### src/rtl/ex_muldiv_stage.sv
// Execute stage: decode-to-execute pipe register, 12-op ALU, data SRAM request,
// HI/LO registers and an iterative 32-cycle divider. Optional macro EX_MUL_EN adds a single-cycle multiplier.
module ex_muldiv_stage #(
  parameter int ID_TO_EX_WD  = 159,
  parameter int EX_TO_MEM_WD = 76,
  parameter int EX_TO_RF_WD  = 38
) (
  input  logic                    clk,
  input  logic                    rst,
  input  logic [5:0]              stall,
  output logic                    stallreq_for_ex,
  input  logic [ID_TO_EX_WD-1:0]  id_to_ex_bus,
  output logic [EX_TO_MEM_WD-1:0] ex_to_mem_bus,
  output logic [EX_TO_RF_WD-1:0]  ex_to_rf_bus,
  output logic                    ex_is_load,
  output logic                    data_sram_en,
  output logic [3:0]              data_sram_wen,
  output logic [31:0]             data_sram_addr,
  output logic [31:0]             data_sram_wdata
);

  localparam logic [1:0] S_IDLE = 2'd0;
  localparam logic [1:0] S_RUN  = 2'd1;
  localparam logic [1:0] S_DONE = 2'd2;

  logic [ID_TO_EX_WD-1:0] pipe_q;

  always_ff @(posedge clk or posedge rst) begin
    if (rst)                     pipe_q <= '0;
    else if (stall[2] && !stall[3]) pipe_q <= '0;
    else if (!stall[2])          pipe_q <= id_to_ex_bus;
  end

  logic [31:0] pc, inst, rs_data, rt_data;
  logic [11:0] alu_op;
  logic [2:0]  src1;
  logic [3:0]  src2;
  logic [3:0]  ram_wen;
  logic [4:0]  rf_waddr;
  logic        ram_en, rf_we, sel_rf_res;

  assign pc         = pipe_q[158:127];
  assign inst       = pipe_q[126:95];
  assign alu_op     = pipe_q[94:83];
  assign src1       = pipe_q[82:80];
  assign src2       = pipe_q[79:76];
  assign ram_en     = pipe_q[75];
  assign ram_wen    = pipe_q[74:71];
  assign rf_we      = pipe_q[70];
  assign rf_waddr   = pipe_q[69:65];
  assign sel_rf_res = pipe_q[64];
  assign rs_data    = pipe_q[63:32];
  assign rt_data    = pipe_q[31:0];

  // ALU operand muxes and one-hot result merge
  logic [31:0] op_a, op_b, alu_res;

  assign op_a = ({32{src1[0]}} & rs_data)
              | ({32{src1[1]}} & pc)
              | ({32{src1[2]}} & {27'b0, inst[10:6]});
  assign op_b = ({32{src2[0]}} & rt_data)
              | ({32{src2[1]}} & {{16{inst[15]}}, inst[15:0]})
              | ({32{src2[2]}} & 32'd8)
              | ({32{src2[3]}} & {16'b0, inst[15:0]});

  always_comb begin
    alu_res = '0;
    if (alu_op[11]) alu_res = alu_res | (op_a + op_b);
    if (alu_op[10]) alu_res = alu_res | (op_a - op_b);
    if (alu_op[9])  alu_res = alu_res | {31'b0, $signed(op_a) < $signed(op_b)};
    if (alu_op[8])  alu_res = alu_res | {31'b0, op_a < op_b};
    if (alu_op[7])  alu_res = alu_res | (op_a & op_b);
    if (alu_op[6])  alu_res = alu_res | ~(op_a | op_b);
    if (alu_op[5])  alu_res = alu_res | (op_a | op_b);
    if (alu_op[4])  alu_res = alu_res | (op_a ^ op_b);
    if (alu_op[3])  alu_res = alu_res | (op_b << op_a[4:0]);
    if (alu_op[2])  alu_res = alu_res | (op_b >> op_a[4:0]);
    if (alu_op[1])  alu_res = alu_res | 32'($signed(op_b) >>> op_a[4:0]);
    if (alu_op[0])  alu_res = alu_res | {op_b[15:0], 16'b0};
  end

  logic       is_r;
  logic [5:0] funct;
  logic       is_mfhi, is_mthi, is_mflo, is_mtlo, is_div, div_sgn;

  assign is_r    = (inst[31:26] == 6'd0);
  assign funct   = inst[5:0];
  assign is_mfhi = is_r && (funct == 6'h10);
  assign is_mthi = is_r && (funct == 6'h11);
  assign is_mflo = is_r && (funct == 6'h12);
  assign is_mtlo = is_r && (funct == 6'h13);
  assign div_sgn = is_r && (funct == 6'h1A);
  assign is_div  = div_sgn || (is_r && (funct == 6'h1B));

`ifdef EX_MUL_EN
  logic        is_mult;
  logic [63:0] prod;
  assign is_mult = is_r && ((funct == 6'h18) || (funct == 6'h19));
  assign prod = (funct == 6'h18)
              ? 64'($signed({{32{rs_data[31]}}, rs_data}) * $signed({{32{rt_data[31]}}, rt_data}))
              : ({32'b0, rs_data} * {32'b0, rt_data});
`endif

  logic [31:0] hi_q, hi_d, lo_q, lo_d;
  logic [1:0]  st_q, st_d;
  logic [4:0]  cnt_q, cnt_d;
  logic [31:0] rem_q, rem_d, quo_q, quo_d, dsr_q, dsr_d;
  logic        qneg_q, qneg_d, rneg_q, rneg_d;

  // Restoring step: shift the next dividend bit into the partial remainder, subtract if it fits
  logic [32:0] rem_sh, diff;
  logic [31:0] rem_nx, quo_nx, dvd_abs, dsr_abs;

  assign rem_sh  = {rem_q, quo_q[31]};
  assign diff    = rem_sh - {1'b0, dsr_q};
  assign rem_nx  = diff[32] ? rem_sh[31:0] : diff[31:0];
  assign quo_nx  = {quo_q[30:0], ~diff[32]};
  assign dvd_abs = (div_sgn && rs_data[31]) ? -rs_data : rs_data;
  assign dsr_abs = (div_sgn && rt_data[31]) ? -rt_data : rt_data;

  always_comb begin
    st_d   = st_q;
    cnt_d  = cnt_q;
    rem_d  = rem_q;
    quo_d  = quo_q;
    dsr_d  = dsr_q;
    qneg_d = qneg_q;
    rneg_d = rneg_q;
    hi_d   = hi_q;
    lo_d   = lo_q;
    if (!stall[2]) begin
      if (is_mthi) hi_d = rs_data;
      if (is_mtlo) lo_d = rs_data;
`ifdef EX_MUL_EN
      if (is_mult) {hi_d, lo_d} = prod;
`endif
    end
    case (st_q)
      S_IDLE: if (is_div) begin
        if (rt_data == 32'd0) begin
          st_d = S_DONE;
          lo_d = 32'hFFFF_FFFF;
          hi_d = rs_data;
        end else begin
          st_d   = S_RUN;
          cnt_d  = 5'd0;
          rem_d  = 32'd0;
          quo_d  = dvd_abs;
          dsr_d  = dsr_abs;
          qneg_d = div_sgn && (rs_data[31] ^ rt_data[31]);
          rneg_d = div_sgn && rs_data[31];
        end
      end
      S_RUN: begin
        rem_d = rem_nx;
        quo_d = quo_nx;
        cnt_d = cnt_q + 5'd1;
        if (cnt_q == 5'd31) begin
          st_d = S_DONE;
          lo_d = qneg_q ? -quo_nx : quo_nx;
          hi_d = rneg_q ? -rem_nx : rem_nx;
        end
      end
      // Wait here until EX advances so a held divide is not restarted
      S_DONE: if (!stall[2]) st_d = S_IDLE;
      default: st_d = S_IDLE;
    endcase
  end

  always_ff @(posedge clk or posedge rst) begin
    if (rst) begin
      st_q   <= S_IDLE;
      cnt_q  <= '0;
      rem_q  <= '0;
      quo_q  <= '0;
      dsr_q  <= '0;
      qneg_q <= 1'b0;
      rneg_q <= 1'b0;
      hi_q   <= '0;
      lo_q   <= '0;
    end else begin
      st_q   <= st_d;
      cnt_q  <= cnt_d;
      rem_q  <= rem_d;
      quo_q  <= quo_d;
      dsr_q  <= dsr_d;
      qneg_q <= qneg_d;
      rneg_q <= rneg_d;
      hi_q   <= hi_d;
      lo_q   <= lo_d;
    end
  end

  assign stallreq_for_ex = ((st_q == S_IDLE) && is_div) || (st_q == S_RUN);

  logic [31:0] ex_result;
  assign ex_result = is_mfhi ? hi_q : (is_mflo ? lo_q : alu_res);

  assign ex_to_mem_bus   = {pc, ram_en, ram_wen, sel_rf_res, rf_we, rf_waddr, ex_result};
  assign ex_to_rf_bus    = {rf_we, rf_waddr, ex_result};
  assign ex_is_load      = sel_rf_res;
  assign data_sram_en    = ram_en;
  assign data_sram_wen   = ram_wen[0] ? 4'b1111 : 4'b0000;
  assign data_sram_addr  = ex_result;
  assign data_sram_wdata = rt_data;

  logic unused_ok;
  assign unused_ok = ^{stall[5:4], stall[1:0], inst[25:16], ram_wen[3:1]};

endmodule
### config.mk
export PLATFORM = sky130hd
export DESIGN_NAME = ex_muldiv_stage
export DESIGN_NICKNAME = d
export VERILOG_FILES = /design/src/rtl/ex_muldiv_stage.sv
export SDC_FILE = /design/constraint.sdc
export NUM_CORES = 2
export LEC_CHECK = 0
export BUFFER_PORTS_ARGS = -buffer_cell sky130_fd_sc_hd__buf_2
export CORE_MARGIN = 5
export CORE_UTILIZATION = 35
export CTS_CLUSTER_SIZE = 20
export DETAILED_ROUTE_END_ITERATION = 16
export SLEW_MARGIN = 20
export SYNTH_ARGS = -nofsm -noshare
export SYNTH_HDL_FRONTEND = slang
export SYNTH_SLANG_ARGS = --single-unit
### constraint.sdc
create_clock -name clk -period 19.9 [get_ports clk]
set_clock_uncertainty 0.15 [all_clocks]
set_input_delay 0.995 -clock clk [delete_from_list [all_inputs] [get_ports clk]]
set_output_delay 0.995 -clock clk [all_outputs]
set_load 0.02 [all_outputs]
==> out/results.ini <==
[outcome]
status=complete, no violations

[drt]
drc=0
first_pass_iters=6
viasPerCell=5.88
num_vias=30300
wl_per_cell_um=25.4
initialDrtViolationCount=3289
drt.antenna.violating_nets=0
totalWireLength_mm=131

[synthesis]
yosysUniqueCellTypes=92
synth_seq_cells=318
synthCells=3974
syn_nets=4282
yosysTopAreaCellShare_pct=26.6
synth_most_common_cell=o21ai_0
synthArstFlopShare_pct=100
syn_area_um2=29900
synth_area_leader_cell=dfrtp_1
ys_warn_count=0
synth_edf_count=0
seq_area_frac_synth_pct=26.6
synth_area_leaders=dfrtp_1, o21ai_0, ha_1
synth_area_per_cell_um2=7.52
synth_flop_cell=dfrtp_1
synthTopCellsByCount=o21ai_0, nand2_1, dfrtp_1

[place]
io_buffers=337
dp_hpwl_mm=99.3
gp_congestion=1.05
dpl_worst_slack_ns=12.21
dp.cells=5075

[power]
leakagePower_nw=14.6
powerDensity_nw_per_um2=126
ir_drop_mv=0.142

[setup_path]
critPathKind=reg -> out
startpoint=pipe_q[80]$_DFFE_PP0P_
crit_required_ns=18.76
end_kind=output port
r2r_start=quo_q[31]$_DFFE_PP0P_
reg2reg_slack_ns=13.31
path_cells=buf_4 -> a22oi_1 -> nand2_2 -> buf_4 -> inv_2 -> buf_4 -> ha_1 -> inv_1 -> nand2_1 -> ha_1 -> nor3_1 -> o31ai_1 -> o211ai_1 -> o211ai_1 -> a31oi_1 -> nor3_1 -> a222oi_1 -> a31oi_1 -> a2111oi_0 -> nor3_1 -> o21ai_0 -> buf_2
slowest_delay_ns=0.65
cp.arrival_ns=7.21
start_kind=flop
critPathMaxFanout=68
cpMaxStageDelayCell=a2111oi_0

[clock_tree]
postCtsSetupBuffers=0
cts_num_sinks=318
cts_hold_buf=0
cts_tree=done
root_buffer=clkbuf_16
htree_num_levels=2
path_clk_slew_ns=0.06
clockBufferDepth=3
cts.repair.resized=0
clock_latency_ns=0.58
numCtsBuffers=41

[timing]
hold_viol=0
setup_slack_ns=11.55
tns_ns=0
fin_crit_sh_pct=42.0
setup_viol=0
worstMarginPinSlew_ns=1.29
slew_violations=0
fin_crit_ns=8.35
max_slew_margin_pct=14.0
rsz0062_at_grt=false
hold_slack_ns=0.334
max_freq_mhz=120

[floorplanning]
die_x_um=302
pin_count=352
core_area_um2=85000
rows=107
die_h_um=302
initial_core_util_pct=35.2
dieArea_um2=91300

[grt]
grt_pass1_vias=28000
grt_pass1_wl_mm=190
antenna_found_initial=9
grt.total_usage_pct=27.4
grt_overflow_total=0
grt_max_degree=159

[cells_and_area]
final_cell_count_no_fill=5148
num-nets-final=4284
area_growth_pct=9.30
drive_gt1_share_pct=13.9

[run]
drv_cap=0

[hold_path]
min_path_type=reg -> reg
hp-start=dsr_q[11]$_DFFE_PP0P_

[flip-flops by register name, summed over array words and instances (netlist names)]
name    cells
lo_q       32
rem_q      32
pipe_q    149
st_q        2
qneg_q      1
hi_q       32
quo_q      32
rneg_q      1
cnt_q       5
dsr_q      32
[area by class of cell]
class / instances / area [um^2]
Tap cell: 1144 / 1430
Clock inverter: 13 / 185
Timing Repair Buffer: 410 / 2260
Sequential cell: 318 / 7960
Inverter: 319 / 1210
Clock buffer: 57 / 1190
Fill cell: 8947 / 52300
Antenna cell: 1 / 2.50
Multi-Input combinational cell: 2886 / 18400
[worst max-delay path: cells and delay by family, from the launching register on]
| family | cells | cell delay (ns) |
|---|---|---|
| and+or+nand+nor | 5 | 0.75 |
| DFF | 1 | 0.32 |
| buffers and inverters | 6 | 1.73 |
| adders and majority gates | 2 | 0.56 |
| AOI/OAI and AO/OA | 9 | 3.24 |
[cells in the final DEF, fill, tap and decap left out, drive strengths merged, types with 13 or more instances in the layout]
master,n
nor3,79
or4,18
nand2b,22
mux2,42
o22a,13
o211ai,41
and2,30
ha,140
a22o,42
dfrtp,318
o31ai,39
buf,407
a22oi,59
inv,320
o41ai,14
o21bai,21
xor2,75
a21oi,258
a31oi,29
or3,16
nand2,444
mux2i,148
nand3,212
nor2,191
nor2b,19
a211oi,32
and3,16
a21o,50
a221oi,34
nand4,22
xnor2,104
o22ai,14
clkbuf,60
nor4,16
o21ai,474
[metrics by stage]
step                area [um^2]  power, mW  utilization (%)
CTS                       32600       4.10             38.4
finish                    32700       4.13             38.4
floorplan                 29900       2.63                -
global placement          31300       3.29             36.8
detailed placement        31300       3.31             36.8
global route              32700       4.36             38.4
[where the power goes]
| group | leakage (nW) | internal [mW] | total [mW] | switching [mW] |
|---|---|---|---|---|
| registers | 3.87 | 0.739 | 0.882 | 0.143 |
| logic | 10.1 | 0.845 | 2.47 | 1.63 |
| clock network | 0.674 | 0.469 | 0.776 | 0.307 |
[layer usage]
layer  vias to the layer above  wire length (um)  GRT usage [%]
li1                      13900                 -              -
met1                     14600             54600           36.9
met2                      1470             58100           43.0
met3                       302             11100           4.78
met4                         6              6910           12.5
met5                         -                35              0
[path summary, 6_finish.rpt]
kind / to / cells after the start
hold / removal: dsr_q[11]$_DFFE_PP0P_ / 2
min in group asynchronous: dsr_q[11]$_DFFE_PP0P_ / 2
hold reg to reg: dsr_q[11]$_DFFE_PP0P_ / 2
max in group asynchronous: pipe_q[96]$_DFFE_PP0P_ / 4
setup / recovery: data_sram_addr[0] / 22
setup reg to reg: lo_q[20]$_DFF_PP0_ / 22
[logic make-up after synthesis]
family                     synth area share (%)
xor gates and xnor gates                   5.31
buffers and inverters                      11.8
muxes                                      6.54
adders and majority gates                  5.93
AOI/OAI and AO/OA                          26.9
and+or+nand+nor                            17.0
DFF                                        26.6
Power figures use the tool's default switching activity.
